[src/rtl/mem_arbiter_if.sv]
// mem_arbiter_if: icache/dcache line-request ports and the shared pmem line port
interface mem_arbiter_if #(
    parameter int ADDR_W = 16,
    parameter int LINE_W = 128
);
    logic              icache_read;
    logic [ADDR_W-1:0] icache_address;
    logic [LINE_W-1:0] icache_rdata;
    logic              icache_resp;
    logic              dcache_read;
    logic              dcache_write;
    logic [ADDR_W-1:0] dcache_address;
    logic [LINE_W-1:0] dcache_wdata;
    logic [LINE_W-1:0] dcache_rdata;
    logic              dcache_resp;
    logic              pmem_read;
    logic              pmem_write;
    logic [ADDR_W-1:0] pmem_address;
    logic [LINE_W-1:0] pmem_wdata;
    logic [LINE_W-1:0] pmem_rdata;
    logic              pmem_resp;

    modport slave (
        input  icache_read, icache_address, dcache_read, dcache_write,
        input  dcache_address, dcache_wdata, pmem_rdata, pmem_resp,
        output icache_rdata, icache_resp, dcache_rdata, dcache_resp,
        output pmem_read, pmem_write, pmem_address, pmem_wdata
    );

    modport master (
        output icache_read, icache_address, dcache_read, dcache_write,
        output dcache_address, dcache_wdata, pmem_rdata, pmem_resp,
        input  icache_rdata, icache_resp, dcache_rdata, dcache_resp,
        input  pmem_read, pmem_write, pmem_address, pmem_wdata
    );
endinterface

[src/rtl/mem_arbiter.sv]
// mem_arbiter: shares the pmem line port between icache and dcache, dcache first; MEM_ARB_STARVE_GUARD_EN adds an icache anti-starvation counter
module mem_arbiter #(
    parameter int ADDR_W       = 16,
    parameter int LINE_W       = 128,
    parameter int STARVE_LIMIT = 4
) (
    input logic          clk,
    input logic          reset_n,
    mem_arbiter_if.slave bus
);
    typedef enum logic [1:0] {IDLE, I_BUSY, D_BUSY, RECOVER} state_t;

    state_t state_q, state_d, cur;
    logic   d_req, force_i, d_grant, i_grant;

`ifdef MEM_ARB_STARVE_GUARD_EN
    localparam int CW = $clog2(STARVE_LIMIT + 1);
    localparam logic [CW-1:0] LIMIT = CW'(STARVE_LIMIT);

    logic [CW-1:0] starve_q, starve_d;

    assign force_i = starve_q == LIMIT;

    // Count dcache wins over a waiting icache, saturating; an icache win clears it
    always_comb begin
        starve_d = starve_q;
        if (i_grant) starve_d = '0;
        else if (d_grant && bus.icache_read && starve_q != LIMIT) starve_d = starve_q + 1'b1;
    end

    // Starve counter register
    always_ff @(posedge clk) begin
        if (!reset_n) starve_q <= '0;
        else          starve_q <= starve_d;
    end
`else
    // Strict dcache priority: icache is never forced ahead
    assign force_i = STARVE_LIMIT < 0;
`endif

    // Grant decision, owner-only muxing of the pmem port and response routing
    always_comb begin
        cur              = reset_n ? state_q : IDLE;
        d_req            = bus.dcache_read | bus.dcache_write;
        i_grant          = cur == IDLE && bus.icache_read && (!d_req || force_i);
        d_grant          = cur == IDLE && d_req && !i_grant;
        state_d          = cur;
        bus.pmem_read    = 1'b0;
        bus.pmem_write   = 1'b0;
        bus.pmem_address = {ADDR_W{1'b0}};
        bus.pmem_wdata   = {LINE_W{1'b0}};
        bus.icache_resp  = 1'b0;
        bus.icache_rdata = {LINE_W{1'b0}};
        bus.dcache_resp  = 1'b0;
        bus.dcache_rdata = {LINE_W{1'b0}};
        case (cur)
            IDLE: state_d = d_grant ? D_BUSY : i_grant ? I_BUSY : IDLE;
            D_BUSY: begin
                bus.pmem_read    = bus.dcache_read;
                bus.pmem_write   = bus.dcache_write;
                bus.pmem_address = bus.dcache_address;
                bus.pmem_wdata   = bus.dcache_wdata;
                bus.dcache_resp  = bus.pmem_resp;
                bus.dcache_rdata = bus.pmem_resp ? bus.pmem_rdata : {LINE_W{1'b0}};
                state_d          = bus.pmem_resp ? RECOVER : D_BUSY;
            end
            I_BUSY: begin
                bus.pmem_read    = 1'b1;
                bus.pmem_address = bus.icache_address;
                bus.icache_resp  = bus.pmem_resp;
                bus.icache_rdata = bus.pmem_resp ? bus.pmem_rdata : {LINE_W{1'b0}};
                state_d          = bus.pmem_resp ? RECOVER : I_BUSY;
            end
            default: state_d = IDLE;
        endcase
    end

    // State register; reset abandons any transaction in flight
    always_ff @(posedge clk) begin
        if (!reset_n) state_q <= IDLE;
        else          state_q <= state_d;
    end
endmodule
[src/flat_wrapper.sv]
// flat-port wrapper written by rule: the top's interface ports become plain ports
module mem_arbiter_flat 
#(
    parameter int ADDR_W       = 16,
    parameter int LINE_W       = 128,
    parameter int STARVE_LIMIT = 4
)
  (clk, reset_n, bus_icache_read, bus_icache_address, bus_dcache_read, bus_dcache_write, bus_dcache_address, bus_dcache_wdata, bus_pmem_rdata, bus_pmem_resp, bus_icache_rdata, bus_icache_resp, bus_dcache_rdata, bus_dcache_resp, bus_pmem_read, bus_pmem_write, bus_pmem_address, bus_pmem_wdata);
  mem_arbiter_if #(.ADDR_W(ADDR_W), .LINE_W(LINE_W)) bus_i ();
  input logic clk;
  input logic reset_n;
  input wire logic [$bits(bus_i.icache_read)-1:0] bus_icache_read;
  input wire logic [$bits(bus_i.icache_address)-1:0] bus_icache_address;
  input wire logic [$bits(bus_i.dcache_read)-1:0] bus_dcache_read;
  input wire logic [$bits(bus_i.dcache_write)-1:0] bus_dcache_write;
  input wire logic [$bits(bus_i.dcache_address)-1:0] bus_dcache_address;
  input wire logic [$bits(bus_i.dcache_wdata)-1:0] bus_dcache_wdata;
  input wire logic [$bits(bus_i.pmem_rdata)-1:0] bus_pmem_rdata;
  input wire logic [$bits(bus_i.pmem_resp)-1:0] bus_pmem_resp;
  output wire logic [$bits(bus_i.icache_rdata)-1:0] bus_icache_rdata;
  output wire logic [$bits(bus_i.icache_resp)-1:0] bus_icache_resp;
  output wire logic [$bits(bus_i.dcache_rdata)-1:0] bus_dcache_rdata;
  output wire logic [$bits(bus_i.dcache_resp)-1:0] bus_dcache_resp;
  output wire logic [$bits(bus_i.pmem_read)-1:0] bus_pmem_read;
  output wire logic [$bits(bus_i.pmem_write)-1:0] bus_pmem_write;
  output wire logic [$bits(bus_i.pmem_address)-1:0] bus_pmem_address;
  output wire logic [$bits(bus_i.pmem_wdata)-1:0] bus_pmem_wdata;
  assign bus_i.icache_read = bus_icache_read;
  assign bus_i.icache_address = bus_icache_address;
  assign bus_i.dcache_read = bus_dcache_read;
  assign bus_i.dcache_write = bus_dcache_write;
  assign bus_i.dcache_address = bus_dcache_address;
  assign bus_i.dcache_wdata = bus_dcache_wdata;
  assign bus_i.pmem_rdata = bus_pmem_rdata;
  assign bus_i.pmem_resp = bus_pmem_resp;
  assign bus_icache_rdata = bus_i.icache_rdata;
  assign bus_icache_resp = bus_i.icache_resp;
  assign bus_dcache_rdata = bus_i.dcache_rdata;
  assign bus_dcache_resp = bus_i.dcache_resp;
  assign bus_pmem_read = bus_i.pmem_read;
  assign bus_pmem_write = bus_i.pmem_write;
  assign bus_pmem_address = bus_i.pmem_address;
  assign bus_pmem_wdata = bus_i.pmem_wdata;
  mem_arbiter #(.ADDR_W(ADDR_W), .LINE_W(LINE_W), .STARVE_LIMIT(STARVE_LIMIT)) u_core (.clk(clk), .reset_n(reset_n), .bus(bus_i));
endmodule
[config.mk]
export PLATFORM = sky130hd
export DESIGN_NAME = mem_arbiter_flat
export DESIGN_NICKNAME = d
export VERILOG_FILES = /design/src/rtl/mem_arbiter_if.sv /design/src/rtl/mem_arbiter.sv /design/src/flat_wrapper.sv
export SDC_FILE = /design/constraint.sdc
export NUM_CORES = 1
export LEC_CHECK = 0
export CAP_MARGIN = 5
export CORE_AREA = 5 5 267 269
export CTS_CLUSTER_SIZE = 20
export DETAILED_ROUTE_END_ITERATION = 6
export DIE_AREA = 0 0 272 274
export PLACE_DENSITY_LB_ADDON = 0.08
export SLEW_MARGIN = 20
export SYNTH_ARGS = -nofsm -noshare
export SYNTH_HDL_FRONTEND = slang
export SYNTH_SLANG_ARGS = --single-unit
[constraint.sdc]
create_clock -name clk -period 1.7 [get_ports clk]
set_input_delay 0.17 -clock clk [delete_from_list [all_inputs] [get_ports clk]]
set_output_delay 0.17 -clock clk [all_outputs]
set_load 0.005 [all_outputs]
# == Word level (Yosys, flattened, before mapping) ==
# Index checks and enable logic that the tools add are counted.
# totals
reg_bits,2
input_bits,294
out_inout_bits,404
word_cells,26
# op_classes
eq_ne,2
mux,15
bitwise,1
n_reduce_logical,7
# op_table
cell,n
$mux 128,4
$pmux 16 s2,1
$mux 2,3
$pmux 2 s3,1
$mux 1,5
$logic_and 1x1->1,4
$eq 2x1->1 const B,1
$eq 2x2->1 const B,1
$logic_not 1->1,2
$logic_not 2->1,1
$pmux 1 s2,1
$or 1x1->1,1

# == Depth between registers and ports, before layout ==
# Gate-level depths: netlist of run 1.
# depth
depth_word,8
depth_mapped,7
mapped_depth_nobuf,5

# == Least setup slack after synthesis of run 1 ==
# OpenSTA, ideal clock, no wires.
# synth_path
path_kind,reg2out
startpoint,register u_core.state_q[0]
endpoint,output bus_pmem_address[0]
t_arrival_ns,1.228
t_required_ns,1.530
setup_slack_ns,0.302
stages_incl_launch_ff,8
cell_sequence,dfxtp_1 > and2_1 > inv_1 > ha_1 > buf_2 > buf_4 > a22oi_1 > nor2_1
# synth_via
elab_chain_len,3
elab_cells_between_ends,4
cone_classes,eq/ne (2); mux (2)
# synth_lines
item,line,text
start: declaration,mem_arbiter.sv:13,"state_t state_q, state_d, cur;"
start signal: assignment,mem_arbiter.sv:81,else state_q <= state_d;
$mux 2 *,mem_arbiter.sv:43,cur = reset_n ? state_q : IDLE;
$eq 2x1->1 / $eq 2x2->1 (equally long branches),mem_arbiter.sv:56,case (cur)
$pmux 16 s2 *,mem_arbiter.sv:56,
end: declaration,flat_wrapper.sv:26,output wire logic [$bits(bus_i.pmem_address)-1:0] bus_pmem_address;
# Every way passes the cells marked *; elsewhere a longest branch is shown, timed or not.

# == Worst setup path after layout of run 1 ==
# layout_path
startpoint,register u_core.state_q[0]
endpoint,output bus_pmem_address[4]
# Same word-level chain as after synthesis.

==> flow_metrics.py, run 1 <==
metrics = {
    "synthesis": {
        "netlist.area_leader.share": 0.512,
        "async_reset_ff_frac": 0,
        "ys_seq_area_frac": 0.0128,
        "syn_avg_cell_area_um2": 6.11,
        "synth_edf_count": 0,
        "yosysTopAreaCell": "and3_1",
        "yosysWarnings": 0,
        "synth_ff_type": "dfxtp_1",
        "synth_nets": 810,
        "ys_ff_latch": 2,
        "yosysUniqueCellTypes": 16,
        "synth_area_leaders": "and3_1 51%, and2_1 26%, clkbuf_2 5.0%",
        "synthCells": 512,
        "syn_area_um2": 3130,
    },
    "detailed_routing": {
        "drtPass1Iterations": 5,
        "drc": 0,
        "drt_first_iter_violations": 168,
        "vias_per_cell": 3.23,
        "wl_um": 46800,
        "vias": 7062,
        "antenna_left": 0,
        "avgRoutedWirePerCell_um": 21.4,
    },
    "timing": {
        "clock.fmax_ghz": 0.479,
        "finalSetupViolations": 353,
        "fin_skew_ns": 0.000280,
        "tns_ns": -77.21,
        "min_period_ns": 2.09,
        "fin_crit_sh": 1.23,
        "finalMaxSlewViolations": 0,
        "finalHoldViolCount": 0,
        "slew_headroom": 0.778,
        "fin_hold_ws_ns": 0.516,
        "rsz0062_at_grt": "true",
        "worst_slack_ns": -0.388,
        "worstMarginPinSlew_ns": 0.333,
    },
    "global_routing": {
        "busiest_layer": "met2",
        "antenna_found_initial": 5,
        "use_met2": 0.206,
        "grt.total_usage": 0.102,
        "grt_pass1_wl_um": 55500,
        "grt_util_met3": 0.0361,
        "grt_pass1_vias": 6911,
        "grt_max_degree": 55,
        "use_met1": 0.102,
        "overflow": 0,
    },
    "critical_path": {
        "worst-r2r-setup-slack_ns": -0.32,
        "worstSetupPathType": "reg2out",
        "reg2reg_to": "u_core.state_q[1]",
        "reg2reg_depth": 9,
        "crit_fanout": 6,
        "crit_arrival_ns": 1.92,
        "cp_cell_sequence": "and2_4 > inv_4 > ha_4 > buf_12 > buf_12 > buf_4 > clkbuf_16 > buf_4 > a22oi_2 > nor2_1 > clkbuf_2",
        "cp_num_buf_inv": 7,
        "cp-end-kind": "output pin",
        "worstReg2RegStart": "u_core.state_q[0]",
        "cp_slowest_cell": "dfxtp_2",
        "critPathRequiredTime_ns": 1.53,
        "slowest_delay_ns": 0.31,
        "startpoint_type": "flop",
        "crit_family": "buffers and inverters",
    },
    "clock_tree": {
        "path_clk_slew_ns": 0.03,
        "cts_root_buffer": "clkbuf_16",
        "cts_buffers": 3,
        "cts.sinks": 2,
        "holdBufCountCts": 0,
        "htreeDepth": 1,
        "clock_tree.buffer_depth": 2,
        "tritoncts": "built",
        "clk_latency_ns": 0.22,
    },
    "finish": {
        "instances_no_fill": 2185,
        "seqCellArea_um2": 41.3,
        "largest_reg_flops": 2,
        "largestRegisters": "u_core.state_q (2)",
        "drive_gt1_frac": 0.487,
        "n_fill_cell": 7713,
        "syn_to_final_growth_pct": 320,
        "multi_input_area_um2": 3300,
        "regMostFlops": "u_core.state_q",
        "layout_common_cells": "301 x clkdlybuf4s50_1, 180 x and3_1, 134 x clkbuf_2",
        "layout.nets": 1601,
        "design_area_um2": 13100,
        "layout_commonest_cell": "clkdlybuf4s50_1",
    },
    "placed_design": {
        "dpl.hpwl_um": 35000,
        "gp_congestion": 0.786,
        "dp.cells": 2061,
        "port_buffers": 697,
        "placed_area_um2": 11400,
    },
    "pwr": {
        "p_seq_frac": 0.018,
        "peakVddDrop_v": 0.000144,
        "p_sw_frac": 0.326,
        "power.internal_uw": 1990,
        "leakagePower_uw": 0.00757,
        "switchingPower_uw": 960,
        "total_power_uw": 2950,
        "combPwrFrac": 0.863,
        "p_clk_frac": 0.119,
        "power.density_nw_per_um2": 224,
    },
    "worst_hold_path": {
        "whs_path_depth": 3,
        "min_from": "reset_n",
        "hp-class": "in2reg",
        "min_to": "u_core.state_q[0]",
    },
    "run_status": {
        "status": "finished with violations",
        "violations": "setup timing",
    },
    "die": {
        "die_h_um": 274,
        "num_rows": 96,
        "io_pins": 698,
        "die_area_um2": 74500,
        "start_util": 0.0458,
        "core_um2": 68300,
        "dieWidth_um": 272,
    },
    "job": {
        "max_cap_viol_count": 0,
    },
}
==> Yosys cell counts (2+ instances only) <==
cell type  count
buf_4          4
clkbuf_2      31
and2_1       132
dfxtp_1        2
clkbuf_1      17
ha_1           4
buf_2         24
inv_1          3
nor2_1        17
and3_1       256
o311a_1        2
a22oi_1       16
==> logic make-up after synthesis <==
family,after synthesis,share of synthesized area
fa+ha+maj,4,0.0160
flops,2,0.0128
compound gates,20,0.0488
simple gates,407,0.801
buf+inv,79,0.122
==> how the worst max path moves through the flow <==
stage,start,end,depth (start not counted)
floorplan,u_core.state_q[0],bus_pmem_address[0],7
global placement,reset_n,bus_dcache_rdata[14],7
detailed placement,reset_n,bus_pmem_wdata[45],8
CTS,u_core.state_q[0],bus_dcache_rdata[98],8
global route,u_core.state_q[0],bus_pmem_address[10],11
finish,u_core.state_q[0],bus_pmem_address[4],11
==> power by group through the flow <==
stage,Clock [uW],Sequential (uW),Combinational (uW)
floorplan,0,52.4,443
detailed placement,0,52.6,2000
global route,364,53.0,2720
CTS,359,52.1,2080
global placement,0,52.8,2010
finish,352,52.6,2540
==> worst reg2reg max path, cell delays in order (launching register included) <==
cell	delay, ns
dfxtp_2	0.30
and2_4	0.16
buf_4	0.14
ha_4	0.23
buf_6	0.14
buf_12	0.11
bufbuf_16	0.26
and2_4	0.14
buf_4	0.12
o311a_1	0.29
==> layout make-up <==
class | instances | area share
Timing Repair Buffer | 862 | 0.654
Multi-Input combinational cell | 431 | 0.251
Inverter | 3 | 0.00105
Sequential cell | 2 | 0.00314
Clock buffer | 3 | 0.00571
Antenna cell | 2 | 0.000381
Tap cell | 882 | 0.0840
==> routing by layer <==
| metal | vias up | wire, um | share of wire |
|---|---|---|---|
| met2 | 362 | 26100 | 0.56 |
| met5 | - | 36 | 0.00077 |
| met3 | 24 | 3810 | 0.081 |
| met1 | 3304 | 16400 | 0.35 |
| met4 | 4 | 451 | 0.0096 |
| li1 | 3368 | - | - |
==> what timing repair did <==
item / 4_1_cts / 5_1_grt
buffers inserted: 9 / 79
setup endpoints to repair: 406 / 406
pin swaps: 0 / 20
gates resized for setup: 260 / 1069
gates cloned: 6 / 29
==> stage by stage <==
stage,setup WS (ns),util
floorplan,0.302,-
global placement,-0.861,0.168
detailed placement,-0.853,0.168
CTS,-0.527,0.172
global route,-0.459,0.192
finish,-0.388,0.192
(Power assumes the default switching activity.)
==> run 2, diff against run 1 <==
--- a/config.mk
+++ b/config.mk
@@ -10,6 +10,7 @@
 export CTS_CLUSTER_SIZE = 20
 export DETAILED_ROUTE_END_ITERATION = 6
 export DIE_AREA = 0 0 272 274
+export GPL_TIMING_DRIVEN = 0
 export PLACE_DENSITY_LB_ADDON = 0.08
 export SLEW_MARGIN = 20
 export SYNTH_ARGS = -nofsm -noshare
==> run 2 against run 1 <==
Maximum frequency rose by 5.3%; highest routed layer unchanged; count of clock-buffer cells in the layout stayed put; combinational power increased by 13%; total power increased by 12%; clock skew increased by 0.0015 ns; sequential power hardly changed; utilization up 1.9 points; final area up 9.9%; first-iteration DRC count shrank 20%; routed wire length increased by 9.0%; the flow still finishes with violations (setup timing); sequential share of layout area is essentially flat.
==> flow_metrics.py, run 2 (synthesis results as in run 1) <==
metrics = {
    "timing": {
        "fin_skew_ns": 0.00182,
        "min_period_ns": 1.98,
        "worstMarginPinSlew_ns": 0.593,
        "clock.fmax_ghz": 0.504,
        "worst_slack_ns": -0.283,
        "finalSetupViolations": 395,
        "finalMaxSlewViolations": 0,
        "slew_headroom": 0.605,
        "tns_ns": -57.51,
        "finalHoldViolCount": 0,
        "rsz0062_at_grt": "true",
        "fin_crit_sh": 1.17,
        "fin_hold_ws_ns": 0.396,
    },
    "finish": {
        "layout_common_cells": "291 x clkdlybuf4s50_1, 284 x buf_6, 159 x and3_4",
        "largestRegisters": "u_core.state_q (2)",
        "layout.nets": 1633,
        "drive_gt1_frac": 0.653,
        "largest_reg_flops": 2,
        "design_area_um2": 14400,
        "regMostFlops": "u_core.state_q",
        "syn_to_final_growth_pct": 362,
        "layout_commonest_cell": "clkdlybuf4s50_1",
    },
    "placed_design": {
        "gp_congestion": 0.804,
        "dpl.hpwl_um": 40200,
        "placed_area_um2": 11200,
        "port_buffers": 697,
        "pre_cts_ws_ns": -1.66,
    },
    "critical_path": {
        "cp_slowest_cell": "dfxtp_1",
        "cp_cell_sequence": "and2_4 > inv_4 > ha_4 > buf_8 > buf_12 > buf_8 > buf_8 > buf_16 > and3_4 > buf_6",
        "startpoint_type": "flop",
        "worstSetupPathType": "reg2out",
        "critPathLaunch": "u_core.state_q[0]",
        "crit_arrival_ns": 1.81,
        "crit_fanout": 5,
        "cp_num_buf_inv": 7,
        "worstReg2RegStart": "u_core.state_q[0]",
        "crit_family": "buffers and inverters",
        "slowest_delay_ns": 0.29,
        "critPathRequiredTime_ns": 1.53,
        "cp_common_cell": "buf_8",
        "cp-end-kind": "output pin",
    },
    "die": {
        "dieWidth_um": 272,
        "io_pins": 698,
        "die_h_um": 274,
        "num_rows": 96,
        "die_area_um2": 74500,
        "start_util": 0.0458,
        "core_um2": 68300,
    },
    "global_routing": {
        "grt.total_usage": 0.120,
        "grt_max_degree": 12,
        "grt_pass1_vias": 7686,
        "overflow": 0,
        "antenna_found_initial": 5,
        "grt_pass1_wl_um": 63800,
    },
    "pwr": {
        "peakVddDrop_v": 0.000182,
        "leakagePower_uw": 0.00703,
        "power.density_nw_per_um2": 228,
    },
    "worst_hold_path": {
        "min_from": "reset_n",
        "hp-class": "in2reg",
    },
    "clock_tree": {
        "clk_latency_ns": 0.22,
        "cts_root_buffer": "clkbuf_16",
        "path_clk_slew_ns": 0.03,
        "cts_buffers": 3,
        "htreeDepth": 1,
        "tritoncts": "built",
        "clock_tree.buffer_depth": 2,
        "cts.sinks": 2,
    },
    "run_status": {
        "violations": "setup timing",
        "status": "finished with violations",
    },
    "detailed_routing": {
        "antenna_left": 0,
        "wl_um": 51100,
        "avgRoutedWirePerCell_um": 23.0,
        "drt_first_iter_violations": 134,
        "drtPass1Iterations": 4,
        "vias_per_cell": 3.33,
        "drc": 0,
        "vias": 7399,
    },
    "job": {
        "max_cap_viol_count": 0,
    },
}
## run 2: cell types whose count changed in the layout (fill, tap and decap cells not counted), sizes merged
| cell | before | now |
|---|---|---|
| clkdlybuf4s50 | 301 | 291 |
| clkdlybuf4s15 | 9 | 1 |
| bufbuf | 1 | 0 |
| dlygate4sd2 | 2 | 1 |
| buf | 324 | 469 |
| diode | 2 | 7 |
| dlymetal6s2s | 70 | 16 |
| clkbuf | 158 | 119 |
## run 2: path summary, 6_finish.rpt
kind	end	slack (ns)	cells after the start
hold reg to reg	u_core.state_q[0]	0.83	4
setup / recovery	bus_dcache_rdata[80]	-0.28	10
hold / removal	u_core.state_q[0]	0.40	2
setup reg to reg	u_core.state_q[0]	0.17	6
## run 2: repair_timing
action | CTS | global route
pin swaps | 3 | 21
setup endpoints to repair | 406 | 404
hold endpoints to repair | 0 | 0
hold buffers | 0 | 0
buffers inserted | 43 | 63
resized for setup | 1257 | 980
cloned | 15 | 20
## run 2: routing by layer
metal  vias up  GRT usage  wire length (um)
met5         -          0                30
met4         4     0.0274              1150
met3        45     0.0383              4150
met2       386      0.232             27400
met1      3512      0.125             18400
li1       3452          -                 -
## run 2: area by class of cell
type	instances	area (um2)
diodes	7	17.5
plain buffers	65	777
clock buffers	3	75.1
fillers	7628	53900
inverters	3	13.8
multi-input cells	431	3870
flip-flops and latches	2	40.0
well taps	882	1100
repair buffers	829	8550
## run 2: through the flow
step                      utilization  total power [uW]  std cells
after floorplan                     -               495        512
after global placement          0.164              2050       2091
after detailed placement        0.164              2030       2091
after CTS                       0.183              2820       2152
after global routing            0.211              3490       2219
final                           0.211              3300       2222
## run 2: report_power, final
part / total [uW] / internal, uW / switching [uW]
clock: 360 / 300 / 59.8
sequential: 52.8 / 51.3 / 1.55
combinational: 2880 / 1850 / 1040
